### src/rtl/counter_pkg.sv
// Shared types and constants for the counter tick controller.
package counter_pkg;

  typedef enum logic {
    PAUSED  = 1'b0,
    RUNNING = 1'b1
  } run_state_t;

  localparam int DEF_CLK_HZ          = 50_000_000;
  localparam int DEF_TICK_HZ         = 1;
  localparam int DEF_WIDTH           = 6;
  localparam int DEF_DEBOUNCE_CYCLES = 1_000_000;

  // Clock cycles per auto-count tick at the default board rates.
  localparam int DIV = DEF_CLK_HZ / DEF_TICK_HZ;

  // Prescaler divide ratio for an arbitrary clock / tick pair (must be >= 2).
  function automatic int calc_div(input int clk_hz, input int tick_hz);
    return clk_hz / tick_hz;
  endfunction

  // Bits needed for a counter spanning 0..n-1, never less than one bit.
  function automatic int cnt_width(input int n);
    return (n <= 2) ? 1 : $clog2(n);
  endfunction

endpackage

### src/rtl/counter_tick_ctrl_debouncer.sv
// Pushbutton debouncer: accepts a new level only after it has been seen for
// DEBOUNCE_CYCLES consecutive samples, and emits a one-cycle press pulse one
// cycle after the debounced level rises.
module debouncer
  import counter_pkg::*;
#(
  parameter int DEBOUNCE_CYCLES = DEF_DEBOUNCE_CYCLES
) (
  input  logic clk,
  input  logic reset,
  input  logic din,
  output logic level,
  output logic press
);

  localparam int                CNT_W    = cnt_width(DEBOUNCE_CYCLES);
  localparam logic [CNT_W-1:0]  CNT_LAST = CNT_W'(DEBOUNCE_CYCLES - 1);

  logic [CNT_W-1:0] r_cnt;
  logic             r_level;
  logic             r_level_d;
  logic             r_press;

  // Stability counter, accepted level, and registered rising-edge detect.
  always_ff @(posedge clk) begin
    if (reset) begin
      r_cnt     <= '0;
      r_level   <= 1'b0;
      r_level_d <= 1'b0;
      r_press   <= 1'b0;
    end else begin
      r_level_d <= r_level;
      r_press   <= r_level & ~r_level_d;
      if (din == r_level) begin
        r_cnt <= '0;
      end else if (r_cnt == CNT_LAST) begin
        r_level <= din;
        r_cnt   <= '0;
      end else begin
        r_cnt <= r_cnt + 1'b1;
      end
    end
  end

  assign level = r_level;
  assign press = r_press;

endmodule

### src/rtl/counter_tick_ctrl.sv
// Counter source for the six-digit binary display: prescaled auto-count,
// run/pause and single-step buttons, up/down switch, update strobe.
module counter_tick_ctrl
  import counter_pkg::*;
#(
  parameter int CLK_HZ          = DEF_CLK_HZ,
  parameter int TICK_HZ         = DEF_TICK_HZ,
  parameter int WIDTH           = DEF_WIDTH,
  parameter int DEBOUNCE_CYCLES = DEF_DEBOUNCE_CYCLES
) (
  input  logic             clk,
  input  logic             reset,
  input  logic             run_btn,
  input  logic             step_btn,
  input  logic             dir_sw,
  output logic [WIDTH-1:0] q,
  output logic             q_upd,
  output logic             running
);

  localparam int                 TICK_DIV   = calc_div(CLK_HZ, TICK_HZ);
  localparam int                 PRESC_W    = cnt_width(TICK_DIV);
  localparam logic [PRESC_W-1:0] PRESC_LAST = PRESC_W'(TICK_DIV - 1);

  // Raw inputs bundled as {dir, step, run} so they share one synchronizer.
  logic [2:0] w_raw;
  logic [2:0] r_sync1;
  logic [2:0] r_sync2;

  logic [1:0] w_press;
  logic [1:0] w_level_unused;
  logic       w_run_press;
  logic       w_step_press;
  logic       w_dir_down;

  run_state_t         r_state;
  run_state_t         w_state_next;
  logic [PRESC_W-1:0] r_presc;
  logic               w_tick;
  logic               w_count_event;
  logic [WIDTH-1:0]   r_q;
  logic               r_q_upd;

  assign w_raw = {dir_sw, step_btn, run_btn};

  // Two-flop synchronizer for every asynchronous input.
  always_ff @(posedge clk) begin
    if (reset) begin
      r_sync1 <= '0;
      r_sync2 <= '0;
    end else begin
      r_sync1 <= w_raw;
      r_sync2 <= r_sync1;
    end
  end

  // One debouncer per button: index 0 is run/pause, index 1 is single-step.
  genvar gi;
  generate
    for (gi = 0; gi < 2; gi++) begin : g_deb
      debouncer #(
        .DEBOUNCE_CYCLES(DEBOUNCE_CYCLES)
      ) u_deb (
        .clk   (clk),
        .reset (reset),
        .din   (r_sync2[gi]),
        .level (w_level_unused[gi]),
        .press (w_press[gi])
      );
    end
  endgenerate

  assign w_run_press  = w_press[0];
  assign w_step_press = w_press[1];
  assign w_dir_down   = r_sync2[2];

  // Tick fires in the cycle the prescaler sits at its last value while running.
  assign w_tick = (r_state == RUNNING) && (r_presc == PRESC_LAST);

  // Run state register.
  always_ff @(posedge clk) begin
    if (reset) begin
      r_state <= PAUSED;
    end else begin
      r_state <= w_state_next;
    end
  end

  // Next state and count-event decode; a run press never blocks the event.
  always_comb begin
    w_state_next  = r_state;
    w_count_event = 1'b0;
    case (r_state)
      PAUSED: begin
        if (w_step_press) begin
          w_count_event = 1'b1;
        end
        if (w_run_press) begin
          w_state_next = RUNNING;
        end
      end
      RUNNING: begin
        if (w_tick) begin
          w_count_event = 1'b1;
        end
        if (w_run_press) begin
          w_state_next = PAUSED;
        end
      end
      default: begin
        w_state_next = PAUSED;
      end
    endcase
  end

  // Prescaler: free-runs 0..DIV-1 while running, parked at zero when paused.
  always_ff @(posedge clk) begin
    if (reset) begin
      r_presc <= '0;
    end else if (r_state == RUNNING) begin
      r_presc <= (r_presc == PRESC_LAST) ? '0 : r_presc + 1'b1;
    end else begin
      r_presc <= '0;
    end
  end

  // Count register with wrap-around in both directions and its update strobe.
  always_ff @(posedge clk) begin
    if (reset) begin
      r_q     <= '0;
      r_q_upd <= 1'b0;
    end else begin
      r_q_upd <= w_count_event;
      if (w_count_event) begin
        r_q <= w_dir_down ? (r_q - WIDTH'(1)) : (r_q + WIDTH'(1));
      end
    end
  end

  assign q       = r_q;
  assign q_upd   = r_q_upd;
  assign running = (r_state == RUNNING);

endmodule

### config.mk
export PLATFORM = sky130hd
export DESIGN_NAME = counter_tick_ctrl
export DESIGN_NICKNAME = d
export VERILOG_FILES = /design/src/rtl/counter_pkg.sv /design/src/rtl/counter_tick_ctrl_debouncer.sv /design/src/rtl/counter_tick_ctrl.sv
export SDC_FILE = /design/constraint.sdc
export NUM_CORES = 1
export LEC_CHECK = 0
export BUFFER_PORTS_ARGS = -buffer_cell sky130_fd_sc_hd__buf_2
export CELL_PAD_IN_SITES_DETAIL_PLACEMENT = 2
export CELL_PAD_IN_SITES_GLOBAL_PLACEMENT = 2
export CORE_ASPECT_RATIO = 1.1
export CORE_MARGIN = 8
export CORE_UTILIZATION = 34
export CTS_CLUSTER_DIAMETER = 80
export DETAILED_ROUTE_END_ITERATION = 6
export PLACE_DENSITY_LB_ADDON = 0.3
export SYNTH_ARGS = -nofsm -noshare
export SYNTH_HDL_FRONTEND = slang
export SYNTH_SLANG_ARGS = --single-unit
### constraint.sdc
create_clock -name clk -period 2.8 [get_ports clk]
set_input_delay 0.42 -clock clk [delete_from_list [all_inputs] [get_ports clk]]
set_output_delay 0.42 -clock clk [all_outputs]
set_load 0.01 [all_outputs]
* After elaboration in Yosys (flattened, before gate mapping)
Index checks and enable logic that the tools add are counted.
** Operators by class
- Equality and inequality tests :: 5
- Muxes and demuxes :: 7
- Reduce and logical (&&, ||, !) cells :: 6
- Bitwise operators :: 7
- $add $sub $neg :: 5
** Operators by type and width (number)
- $add 20x1->20 const B :: 2
- $eq 20x20->1 const B :: 2
- $add 26x1->26 const B :: 1
- $eq 26x26->1 const B :: 1
- $reduce_or 3->1 :: 3
- $add 6x1->6 const B :: 1
- $mux 6 :: 1
- $sub 6x1->6 const B :: 1
- $not 1->1 :: 5
- $mux 1 :: 4
- $pmux 1 s2 :: 2
- $reduce_and 2->1 :: 2
- $and 1x1->1 :: 2
- $eq 1x1->1 :: 2
- $logic_and 1x1->1 :: 1
** Word-level totals
- Word-level logic and storage cells :: 44
- Output and inout bits :: 8
- Register bits :: 86
- Bits of input ports :: 5

* Longest topological paths before layout
Gate-level depths: netlist of the first run.
- Depth in word-level cells :: 4
- Mapped depth :: 7
- Gate-level depth less buffers :: 7

* Modules after synthesis
A second synthesis of the first run with hierarchy kept.
** Second synthesis, totals
- Cells, all modules :: 432
- Area, all modules :: 3962.6 um2
** By module, submodules not included
- debouncer :: cells each 118, instances 2, area each 1078.5 um2, seq. area each 460.4 um2
- counter_tick_ctrl :: cells each 196, instances 1, area each 1805.5 um2, seq. area each 800.8 um2

* Worst setup path before layout of the first run
Ideal clock, no wire load.
- Path kind :: register to register
- Start :: register r_q[0], in the netlist q[0]
- End :: register r_q[4], in the netlist q[4]
- Cell stages (with the launch flop) :: 8
- Buffers on the path :: 0
- Setup time :: 128 ps
- Clock period less this slack :: 1600 ps
- Arrival time :: 1472 ps
- Setup slack :: 1200 ps
- Data required time :: 2672 ps
- Cell sequence :: dfxtp_1 -> inv_1 -> fa_1 -> nand2b_1 -> a21oi_1 -> xor2_1 -> mux2i_1 -> nor2_1
** Between the ends
- Cells in the longest elaborated chain, start to end :: 2
- Elaborated cells between the ends (all ways) :: 3
- Classes of those cells :: add/sub (2); mux (1)
** RTL lines
- start: declaration :: RTL line counter_tick_ctrl.sv:41 : logic [WIDTH-1:0] r_q;
- start signal: assignment :: RTL line counter_tick_ctrl.sv:135 : r_q <= w_dir_down ? (r_q - WIDTH'(1)) : (r_q + WIDTH'(1));
- $add 6x1->6 or $sub 6x1->6 (tied branches) :: RTL line counter_tick_ctrl.sv:135
- $mux 6 (*) :: RTL line counter_tick_ctrl.sv:135
Mark *: on every way between the ends. The rest lies on a longest branch, timed or not.
A chain may end at the register's enable or synchronous reset.

* Worst setup path after layout of the first run
- Start :: register g_deb[0].u_deb.r_cnt[3]
- End :: register g_deb[0].u_deb.r_cnt[9]
** Between the ends
- Cells in the longest elaborated chain, start to end :: 2
- Elaborated cells between the ends (all ways) :: 3
- Classes of those cells :: add/sub (1); eq/ne (1); reduce/logical (1)
** RTL lines
- start: declaration :: RTL line counter_tick_ctrl_debouncer.sv:19 : logic [CNT_W-1:0] r_cnt;
- start signal: assignment :: RTL line counter_tick_ctrl_debouncer.sv:40 : r_cnt <= r_cnt + 1'b1;
- branches (longest 2 deep; another with $add 20x1->20)
Several ways; the timed one is not identified.

==> results of run 1 <==
==> state kept, by name, summed over array words and instances (netlist names) <==
register	flops
g_deb.u_deb.r_cnt	40
r_presc	26
q	6
r_sync1	3
r_sync2	3
g_deb.u_deb.level	2
g_deb.u_deb.press	2
g_deb.u_deb.r_level_d	2
q_upd	1
running	1
==> path summary, 6_finish.rpt <==
check / start / to / slack (ps)
setup / recovery: g_deb[0].u_deb.r_cnt[3] / g_deb[0].u_deb.r_cnt[9] / 760
hold / removal: step_btn / r_sync1[1] / 290
setup reg to reg: g_deb[0].u_deb.r_cnt[3] / g_deb[0].u_deb.r_cnt[9] / 760
hold reg to reg: g_deb[0].u_deb.r_level_d / g_deb[0].u_deb.press / 400
==> final cells by class <==
| cell class | count | share of cell area |
|---|---|---|
| Clock buffer | 13 | 0.0618 |
| Clock inverter | 3 | 0.0101 |
| Inverter | 9 | 0.00802 |
| Multi-Input combinational cell | 305 | 0.452 |
| Sequential cell | 86 | 0.409 |
| Tap cell | 147 | 0.0437 |
| Timing Repair Buffer | 13 | 0.0160 |
==> stage by stage <==
| stage | area, µm² | worst slack, ps | hold WS, ps | cells |
|---|---|---|---|---|
| after global placement | 3910 | 838 | 380 | 560 |
| after global routing | 4210 | 512 | 315 | 576 |
| after floorplan | 3710 | 1200 | 367 | 410 |
| after detailed placement | 3910 | 728 | 386 | 560 |
| final | 4210 | 760 | 294 | 576 |
| after CTS | 4210 | 699 | 292 | 576 |
==> layer usage <==
metal  GRT usage  share of wire
met3      0.0244          0.019
met5           0              0
met4      0.0741          0.022
met1       0.137           0.43
met2       0.223           0.53
==> report_power, final <==
group / switching, mW / internal, mW
Combinational: 0.0150 / 0.00938
Sequential: 0.00327 / 1.23
Clock: 0.470 / 0.739
Total: 0.488 / 1.98
==> layout by cell type (no fill, tap or decap), types with 9 or more instances in the layout <==
cell type and n:
nor2_1 91, dfxtp_1 86, xnor2_1 37, xor2_1 32
nand3_1 26, nand2_1 21, nand4_1 13, nor3_1 12
nor2b_1 12, buf_2 12, inv_1 9, clkbuf_16 9
==> kinds of logic after synthesis <==
group | count (synthesis) | synth area share
xor+xnor | 69 | 0.163
compound gates | 11 | 0.0232
flops | 86 | 0.463
buf+inv | 19 | 0.0246
simple gates | 212 | 0.284
fa+ha+maj | 8 | 0.0290
mux | 5 | 0.0135
==> qor.csv, run 1 <==
metric;value;unit
Sink Count;86;
worst hold-check path type;primary input to register;
RSZ-0062 raised after global routing;no;
CP Buf/Inv Count;0;
Max rail drop VDD;0.000319;V
vias per inst;4.88;
final wirelength;8.27;mm
DIE AREA;14500;µm²
Max clock buf depth;2;
top post-synthesis cells by area;dfxtp_1, nor2_1, xnor2_1;
hold path cells;2;
Chip Width;116;µm
Die Y;126;µm
DPL Wire Length;5.77;mm
fill count;1236;
# IOs;13;
crit path cell chain;and4_1 > nand2_1 > nor4_1 > or3_1 > nor2_1;
vias in the first global route;3139;
Pwr per Cell Area;585;nW/µm²
largest net degree at the start of global routing;23;
grt ovf;0;
Max Cap Viol;0;
global-route wire length before repair;14.7;mm
Critical Path Stages;5;
status;completed;
Final Skew;7.27;ps
Worst Tran Pin Value;854;ps
Port-buffer cells;12;
Post-Syn Nets;423;
via count;2813;
Synth cell types;35;
CP max-delay cell;or3_1;
cell with the most instances after synthesis;nor2_1;
final net count;437;
Synth top area share;0.463;
top post-synthesis cells by count;nor2_1, dfxtp_1, xnor2_1;
slew margin rel.;0.427;
Main synth FF type;dfxtp_1;
CORE AREA;10800;µm²
post-synth top area cell;dfxtp_1;
count of yosys warnings during synthesis;0;
Post-Synthesis Mean Instance Area;9.06;µm²
Tot GR Track Use;0.126;
WS Path Type;register to register;
row count;40;
Storage cell area;1720;µm²
Seq/Total Area, Yosys;0.463;
# DRC;0;
Antenna Nets Post-Route;0;
Area growth, synth to finish;13.4;%
crit share post-route;0.729;
area of the multi-input gates;1900;µm²
crit path DAT;2230;ps
n_diodes;0;
setup bufs post-CTS;0;
DR iter-0 viols;46;
clock period minus worst slack;2040;ps
CTS tree;built;
Clk Latency, worst-skew pair;340;ps
H-tree level count;3;
hold_buf cts;0;
leakage;1.38;nW
Post-synth ARST share;0;
Final Power;2.46;mW
CTS Buf Count;9;
Worst setup EP type;register;
setup TNS;0;ps
number of enable flip-flop cells after synthesis;0;
CP required;2990;ps
WL/cell;14.4;µm
post-cts resize count;0;
Synth Instances;410;
layout cells sized above 1;0.0769;
CTS clk-pin slew, worst paths;60;ps
fmax;490;MHz
Starting Density;0.344;
Pins Over Slew Limit;0;
Max stage delay on crit path;610;ps
register bit total from synthesis;86;
CP delay by family, top;simple AND/OR/NAND/NOR gates;
Setup violations, final;0;
FF-to-FF path depth;5;
CP startpoint kind;register;
Placer Congestion;0.755;
worst-path fanout max;19;
Root Buffer;clkbuf_16;
DRT Pass-1 Iters;4;
post-layout util;0.390;
synthesized area;3710;µm²
initial antenna violation count;0;
Final Hold Fails;0;
Power figures use the tool's default switching activity.
==> inputs of run 2 (changes only) <==
clock period = 1.8 ns   (was 2.8 ns; I/O delays follow)
==> run 2 against run 1 <==
Against the previous run: worst hold slack lost 160 ps; worst setup slack worse by 620 ps; largest power group unchanged; highest routed layer unchanged; via count rose by 3.1%; sequential share of layout area down 2.3 points; critical endpoint is now q[4]; first-iteration DRC count is 28% higher; sequential power grew 56%; flip-flop and latch count unchanged.
==> qor.csv, run 2 (synthesized netlist as in run 1, its figures left out) <==
metric;value;unit;change
most common cell after layout, fill and taps aside;nor2_1;;
WL/cell;14.5;µm;+1.1%
# IOs;13;;unchanged
Final Power;3.70;mW;+50%
layout cells sized above 1;0.160;;+0.0832
Antenna Nets Post-Route;0;;unchanged
fill count;1231;;-0.40%
CP required;2040;ps;-950 ps
Setup violations, final;0;;unchanged
Die Y;126;µm;unchanged
Chip Width;116;µm;unchanged
Pins Over Slew Limit;0;;unchanged
Worst Tran Pin Value;403;ps;-450 ps
vias in the first global route;3185;;+1.5%
Tot GR Track Use;0.133;;+0.00689
DIE AREA;14500;µm²;unchanged
Starting Density;0.344;;unchanged
crit share post-route;0.925;;+0.196
clock period minus worst slack;1660;ps;-375 ps
DPL Wire Length;6.16;mm;+6.7%
Pwr per Cell Area;827;nW/µm²;+41%
hold_buf cts;0;;unchanged
n_diodes;0;;unchanged
largest reg by FF count;g_deb.u_deb.r_cnt;;
CORE AREA;10800;µm²;unchanged
leakage;1.53;nW;+11%
RSZ-0062 raised after global routing;no;;
Root Buffer;clkbuf_16;;
final net count;464;;+6.2%
fmax;601;MHz;+23%
max reg flops;40;;unchanged
Max Cap Viol;0;;unchanged
largest net degree at the start of global routing;20;;-13%
Final Hold Fails;0;;unchanged
post-layout util;0.414;;+0.0241
final wirelength;8.76;mm;+5.9%
worst hold-check path type;primary input to register;;
fin worst setup slack;135;ps;-625 ps
Area growth, synth to finish;20.4;%;
worst-path fanout max;9;;-10
CTS Buf Count;9;;unchanged
Max clock buf depth;2;;unchanged
Sink Count;86;;unchanged
most frequent cells in the layout;nor2_1, dfxtp_1, xnor2_1, xor2_1, nand3_1;;
Placer Congestion;0.765;;+1.3%
WS Path Type;register to register;;
CTS clk-pin slew, worst paths;60;ps;about the same
Final Skew;7.89;ps;+0.621 ps
Port-buffer cells;12;;unchanged
crit path DAT;1910;ps;-320 ps
Worst setup EP type;register;;
CP startpoint kind;register;;
# DRC;0;;unchanged
Max rail drop VDD;0.000358;V;+12%
DRT Pass-1 Iters;4;;unchanged
H-tree level count;3;;unchanged
global-route wire length before repair;15.3;mm;+3.8%
DR iter-0 viols;59;;+28%
vias per inst;4.81;;-1.5%
CTS tree;built;;
dpl ws;-68.2;ps;-796 ps
Clk Latency, worst-skew pair;350;ps;about the same
via count;2900;;+3.1%
slew margin rel.;0.729;;+0.303
row count;40;;unchanged
grt ovf;0;;unchanged
status;completed;;
initial antenna violation count;0;;unchanged
==> run 2: worst paths after layout <==
check / to / cells past startpoint / slack [ps] / from
max reg2reg: q[4] / 6 / 140 / r_presc[11]
min: r_sync1[2] / 2 / 140 / dir_sw
min reg2reg: g_deb[0].u_deb.press / 1 / 390 / g_deb[0].u_deb.r_level_d
max: q[4] / 6 / 140 / r_presc[11]
==> run 2: metal layers <==
layer	up-vias	global-route usage	share of wire
li1	1448	-	-
met5	-	0	0
met3	13	0.0320	0.022
met4	0	0.0642	0.020
met1	1424	0.152	0.45
met2	15	0.227	0.51
==> run 2: report_power, final <==
| group | switching, mW | leakage [nW] | total (mW) | internal (mW) |
|---|---|---|---|---|
| registers | 0.00543 | 0.695 | 1.92 | 1.91 |
| logic | 0.0258 | 0.710 | 0.0456 | 0.0198 |
| clock network | 0.768 | 0.124 | 1.74 | 0.970 |
| total | 0.799 | 1.53 | 3.70 | 2.90 |
==> run 2: timing repair <==
action | CTS | global route
pin swaps | 0 | 2
endpoints found under the setup margin | 20 | 27
resized for setup | 2 | 12
setup buffers | 0 | 1
==> run 2: layout make-up <==
type                    count  area, µm²  share of cell area
clock buffers              11        243              0.0543
clock inverters             5       35.0             0.00783
inverters                   9       33.8             0.00755
multi-input cells         305       1950               0.436
flip-flops and latches     86       1730               0.386
well taps                 147        184              0.0411
repair buffers             40        299              0.0669
==> run 2: per-stage QoR <==
step	instance area, µm²	hold WS (ps)	TNS (ps)	cells
4_1_cts	4410	123	0	602
3_5_place_dp	4130	382	-1100	586
2_1_floorplan	3710	367	0	410
3_3_place_gp	4130	374	0	586
5_1_grt	4470	138	0	603
6_report	4470	135	0	603
==> run 2: worst max-delay path, cell delays in order, from the launching register on <==
cell      delay, ps
dfxtp_1         330
nor4_2          310
nand4b_1        230
o31ai_4         290
buf_12          170
mux2i_1         190
nor2_1           50
